**config.mk**
```make
export PLATFORM = sky130hd
export DESIGN_NAME = bmd_fb_flip_scheduler
export DESIGN_NICKNAME = d
export VERILOG_FILES = /design/src/rtl/bmd_fb_flip_scheduler.sv
export SDC_FILE = /design/constraint.sdc
export NUM_CORES = 1
export LEC_CHECK = 0
export CORE_MARGIN = 8
export CORE_UTILIZATION = 35
export CTS_BUF_LIST = sky130_fd_sc_hd__clkbuf_2 sky130_fd_sc_hd__clkbuf_4 sky130_fd_sc_hd__clkbuf_8
export DETAILED_ROUTE_END_ITERATION = 8
export SKIP_CTS_REPAIR_TIMING = 1
export SYNTH_ARGS = -nofsm -noshare
export SYNTH_HDL_FRONTEND = slang
export SYNTH_SLANG_ARGS = --single-unit
```
**constraint.sdc**
```tcl
create_clock -name aclk -period 4.15 [get_ports aclk]
set_clock_uncertainty 0.1 [all_clocks]
set_input_delay 0.83 -clock aclk [delete_from_list [all_inputs] [get_ports aclk]]
set_output_delay 0.83 -clock aclk [all_outputs]
set_load 0.01 [all_outputs]
```
**src/rtl/bmd_fb_flip_scheduler.sv**
```systemverilog
// Frame-buffer flip scheduler: hands free buffers to the frame writer and flips the display on vsync.
// Optional macro BMD_FB_DROP_CNT_EN enables the saturating frame_drop_count; otherwise it is tied to zero.
module bmd_fb_flip_scheduler #(
  parameter int unsigned C_NUM_BUFFERS           = 3,
  parameter logic [31:0] C_FB_STRIDE             = 32'h0020_0000,
  parameter logic [31:0] C_DISPLAY_START_ADDRESS = 32'h1A00_0000
) (
  input  logic        aclk,
  input  logic        axi_resetn,
  input  logic        init_done,
  input  logic [31:0] base_address,
  input  logic        wr_req,
  output logic        wr_grant,
  output logic [31:0] wr_address,
  input  logic        wr_done,
  input  logic        disp_vsync,
  output logic [31:0] disp_address,
  output logic        disp_swapped,
  output logic [15:0] frame_drop_count
);

  typedef enum logic [0:0] {
    W_IDLE = 1'b0,
    W_BUSY = 1'b1
  } wr_state_t;

  wr_state_t   state_r;
  logic [31:0] base_reg_r;
  logic        base_latched_r;
  logic [1:0]  disp_idx_r;
  logic [1:0]  ready_idx_r;
  logic        ready_valid_r;
  logic [1:0]  wr_idx_r;

  logic [31:0] base_eff_s;
  logic        avail_s;
  logic [1:0]  pick_s;
  logic        grant_s;
  logic        swap_s;
  logic        done_s;

  function automatic logic [31:0] buf_addr(input logic [31:0] base, input logic [1:0] idx);
    buf_addr = base + (32'(idx) * C_FB_STRIDE);
  endfunction

  // Same-cycle latch of base_address must already steer a grant issued on that cycle.
  assign base_eff_s = base_latched_r ? base_reg_r : base_address;
  assign grant_s    = (state_r == W_IDLE) && init_done && wr_req && avail_s;
  assign swap_s     = disp_vsync && ready_valid_r;
  assign done_s     = (state_r == W_BUSY) && wr_done;

  // Free-buffer selection from the pre-cycle display/ready ownership.
  always_comb begin
    avail_s = 1'b0;
    pick_s  = 2'd0;
    if (C_NUM_BUFFERS == 32'd2) begin
      if (!ready_valid_r) begin
        avail_s = 1'b1;
        pick_s  = {1'b0, ~disp_idx_r[0]};
      end else begin
        avail_s = 1'b0;
        pick_s  = 2'd0;
      end
    end else begin
      avail_s = 1'b1;
      if ((disp_idx_r != 2'd0) && !(ready_valid_r && (ready_idx_r == 2'd0))) begin
        pick_s = 2'd0;
      end else if ((disp_idx_r != 2'd1) && !(ready_valid_r && (ready_idx_r == 2'd1))) begin
        pick_s = 2'd1;
      end else begin
        pick_s = 2'd2;
      end
    end
  end

  // Writer FSM, buffer ownership and registered outputs.
  always_ff @(posedge aclk or negedge axi_resetn) begin
    if (!axi_resetn) begin
      state_r        <= W_IDLE;
      base_reg_r     <= C_DISPLAY_START_ADDRESS;
      base_latched_r <= 1'b0;
      disp_idx_r     <= 2'd0;
      ready_idx_r    <= 2'd0;
      ready_valid_r  <= 1'b0;
      wr_idx_r       <= 2'd0;
      wr_grant       <= 1'b0;
      wr_address     <= C_DISPLAY_START_ADDRESS;
      disp_address   <= C_DISPLAY_START_ADDRESS;
      disp_swapped   <= 1'b0;
    end else begin
      if (init_done && !base_latched_r) begin
        base_reg_r     <= base_address;
        base_latched_r <= 1'b1;
      end

      disp_swapped <= swap_s;
      if (swap_s) begin
        disp_idx_r   <= ready_idx_r;
        disp_address <= buf_addr(base_eff_s, ready_idx_r);
      end

      case (state_r)
        W_IDLE: begin
          if (grant_s) begin
            wr_idx_r   <= pick_s;
            wr_address <= buf_addr(base_eff_s, pick_s);
            wr_grant   <= 1'b1;
            state_r    <= W_BUSY;
          end
        end
        W_BUSY: begin
          if (wr_done) begin
            ready_idx_r <= wr_idx_r;
            wr_grant    <= 1'b0;
            state_r     <= W_IDLE;
          end
        end
        default: begin
          wr_grant <= 1'b0;
          state_r  <= W_IDLE;
        end
      endcase

      // A fresh frame stays ready even when vsync consumes the previous one this cycle.
      if (done_s) begin
        ready_valid_r <= 1'b1;
      end else if (swap_s) begin
        ready_valid_r <= 1'b0;
      end
    end
  end

`ifdef BMD_FB_DROP_CNT_EN
  logic drop_s;

  assign drop_s = done_s && ready_valid_r && !swap_s;

  // Saturating count of ready frames overwritten before they were displayed.
  always_ff @(posedge aclk or negedge axi_resetn) begin
    if (!axi_resetn) begin
      frame_drop_count <= 16'h0000;
    end else if (drop_s && (frame_drop_count != 16'hFFFF)) begin
      frame_drop_count <= frame_drop_count + 16'd1;
    end
  end
`else
  assign frame_drop_count = 16'h0000;
`endif

endmodule

```
==> flow_summary_export.csv <==
group,metric,value,unit
finish,multi_input_area,1960,um2
power_and_ir_drop,comb_power_share,29.7,%
detailed_routing,drc,0,
floorplan,rows,43,
finish,area_growth,28.6,%
logic_synthesis,syn_area,4840,um2
sta,drv_slew,0,
place,place_congestion,0.805,
logic_synthesis,ys_ff_latch,107,
power_and_ir_drop,p_int,0.00219,W
sta,rsz0062_at_grt,"no",
detailed_routing,vias,3410,
finish,seqCellArea,2690,um2
setup_path,crit_required,4.31,ns
sta,setup_viol,0,
logic_synthesis,ys_types,40,
place,dp_hpwl,8070,um
logic_synthesis,postSynthCellCount,427,
power_and_ir_drop,irDropWorstVdd,0.176,mV
power_and_ir_drop,switching_share,29.3,%
logic_synthesis,ys_seq_area_share,55.6,%
cts,cts_sinks,107,
power_and_ir_drop,p_seq_share,46.6,%
power_and_ir_drop,clkPwrFrac,23.7,%
power_and_ir_drop,fin_total_pwr,0.00310,W
place,port_buffers,103,
logic_synthesis,async_reset_ff_share,100,%
run,drv_cap,0,
setup_path,critPathLaunchType,"flip-flop",
cts,cts_tree,"done",
floorplan,die-height,134,um
power_and_ir_drop,p_switching,0.000907,W
cts,numCtsBuffers,9,
power_and_ir_drop,p_leak,2.90,nW
detailed_routing,via_per_inst,4.82,
sta,fin_crit_sh,63.5,%
floorplan,initial_core_util,35.4,%
detailed_routing,ant_nets,0,
sta,final_hold_viol_count,0,
sta,finalSetupTns,0,ns
cts,clk_latency,0.38,ns
global_routing,grt_pass1_vias,3700,
sta,fmax,0.379,GHz
setup_path,cp.arrival,2.79,ns
setup_path,crit_fanout,32,
sta,hold_ws,0.384,ns
logic_synthesis,synth.avg_cell_area,11.3,um2
global_routing,antenna_found_initial,0,
floorplan,core,13700,um2
cts,clk_pin_slew,0.09,ns
detailed_routing,wl_per_cell,16.0,um
finish,layout_common_cells,"clkdlybuf4s50_1 (102), dfrtp_1 (97), nand2_1 (66), o21ai_0 (56), mux2_2 (43)",
floorplan,num_io_pins,120,
setup_path,critPathCaptureType,"flip-flop",
sta,slew_headroom,38.2,%
cts,cts_max_level,3,
outcome,outcome,"completed",
detailed_routing,drt_iter0_markers,195,
cts,cts_root_buf,"clkbuf_8",
logic_synthesis,synth_edf_count,0,
global_routing,gr-usage-all-layers,13.3,%
sta,min_period,2.64,ns
floorplan,floorplan.die_area,17800,um2
global_routing,grt_pass1_wl,19100,um
finish,n_antenna_cell,0,
setup_path,worstSetupPathType,"reg2reg",
sta,tightestPinTransition,0.927,ns
global_routing,grt-ovfl-total,0,
finish,final_layout_size_suffix_gt1_share,15.4,%
global_routing,grt_max_degree,69,
finish,nets,566,
power_and_ir_drop,power_per_cell_area,498,nW/um2
floorplan,die_w,134,um
logic_synthesis,synth_flop_cell,"dfrtp_1",
worst_hold_path,hp-class,"reg2reg",
detailed_routing,drt-total-wl,11300,um
cts,cts_buffer_depth,2,
logic_synthesis,ys_warn_count,0,
detailed_routing,first_pass_iters,4,
finish,fillers,1307,
finish,layout_commonest_cell,"clkdlybuf4s50_1",
## routing by layer
metal	global-route usage (%)	part of all wire [%]	vias to the layer above
met1	16.9	45	1673
met4	5.12	1.6	0
met3	3.61	6.3	12
met2	21.1	47	87
met5	0	0	-
li1	-	-	1638
## critical path: stages (launching register included)
cell      delay (ns)
dfrtp_2         0.77
buf_4           0.42
nand2b_2        0.80
mux2_2          0.41
## flip-flops by register name, summed over array words and instances, names as in the netlist, 2 cells and up
register      flops
disp_idx_r        2
wr_address       32
ready_idx_r       2
wr_idx_r          2
disp_address     32
base_reg_r       32
## logic make-up (layout without fill, tap and decap cells)
group                      Yosys count  in the layout  synth area share (%)
other                                1             16                0.0775
and+or+nand+nor                     95             95                  8.92
adders and majority gates            6              6                  1.86
xor gates and xnor gates             7              7                  1.27
DFF                                107            107                  55.6
buffers and inverters               48            133                  5.22
muxes                               73             73                  16.3
AOI/OAI and AO/OA                   90             90                  10.8
## cell usage after synthesis, types with 2 or more instances
master	number	area share, %
dfrtp_1	98	51
nand2_1	67	5.2
o21ai_0	56	5.8
mux2_2	43	10
mux2i_1	28	5.8
buf_4	16	2.5
clkbuf_1	14	1.1
a21oi_1	10	1.0
inv_1	10	0.78
dfstp_2	9	4.9
o31ai_1	7	1.1
nor2_1	6	0.47
a21o_1	4	0.62
a31oi_1	4	0.52
and3_1	4	0.52
buf_2	4	0.41
ha_1	4	1.0
nand3_1	4	0.41
xor2_1	4	0.72
buf_1	3	0.23
xnor2_1	3	0.54
a21boi_0	2	0.31
a222oi_1	2	0.41
and4_1	2	0.36
fa_1	2	0.83
mux2_1	2	0.47
nand2b_1	2	0.26
nand3b_1	2	0.31
nand4_1	2	0.26
nand4b_1	2	0.36
o31ai_2	2	0.52
## stage by stage
step	std cells	util (%)	setup WS, ns	cell area (um2)
2_1_floorplan	442	-	1.37	4890
3_3_place_gp	691	43.8	1.17	5990
3_5_place_dp	691	43.8	1.11	5990
4_1_cts	707	45.5	1.45	6220
5_1_grt	707	45.5	1.23	6220
6_report	707	45.5	1.51	6220
## worst paths after layout
path	from	to	slack (ns)	cells past startpoint
setup reg to reg	base_latched_r	base_reg_r[12]	1.51	3
min in group asynchronous	axi_resetn	base_reg_r[0]	0.40	1
setup / recovery	base_latched_r	base_reg_r[12]	1.51	3
hold / removal	wr_address[27]	wr_address[27]	0.38	2
hold reg to reg	wr_address[27]	wr_address[27]	0.38	2
max in group asynchronous	axi_resetn	base_reg_r[13]	2.82	2
## layout make-up
class | count | area share, %
Clock buffer | 14 | 2.80
Clock inverter | 2 | 0.965
Inverter | 10 | 0.603
Multi-Input combinational cell | 287 | 31.6
Sequential cell | 107 | 43.2
Tap cell | 180 | 3.62
Timing Repair Buffer | 107 | 17.2
## power by group through the flow
stage	combinational, W	clock, W	sequential (W)
6_report	0.000921	0.000733	0.00144
5_1_grt	0.00103	0.000803	0.00148
4_1_cts	0.000945	0.000762	0.00145
3_5_place_dp	0.000942	0	0.00147
3_3_place_gp	0.000929	0	0.00146
2_1_floorplan	0.000351	0	0.00151
(Power assumes the default switching activity.)
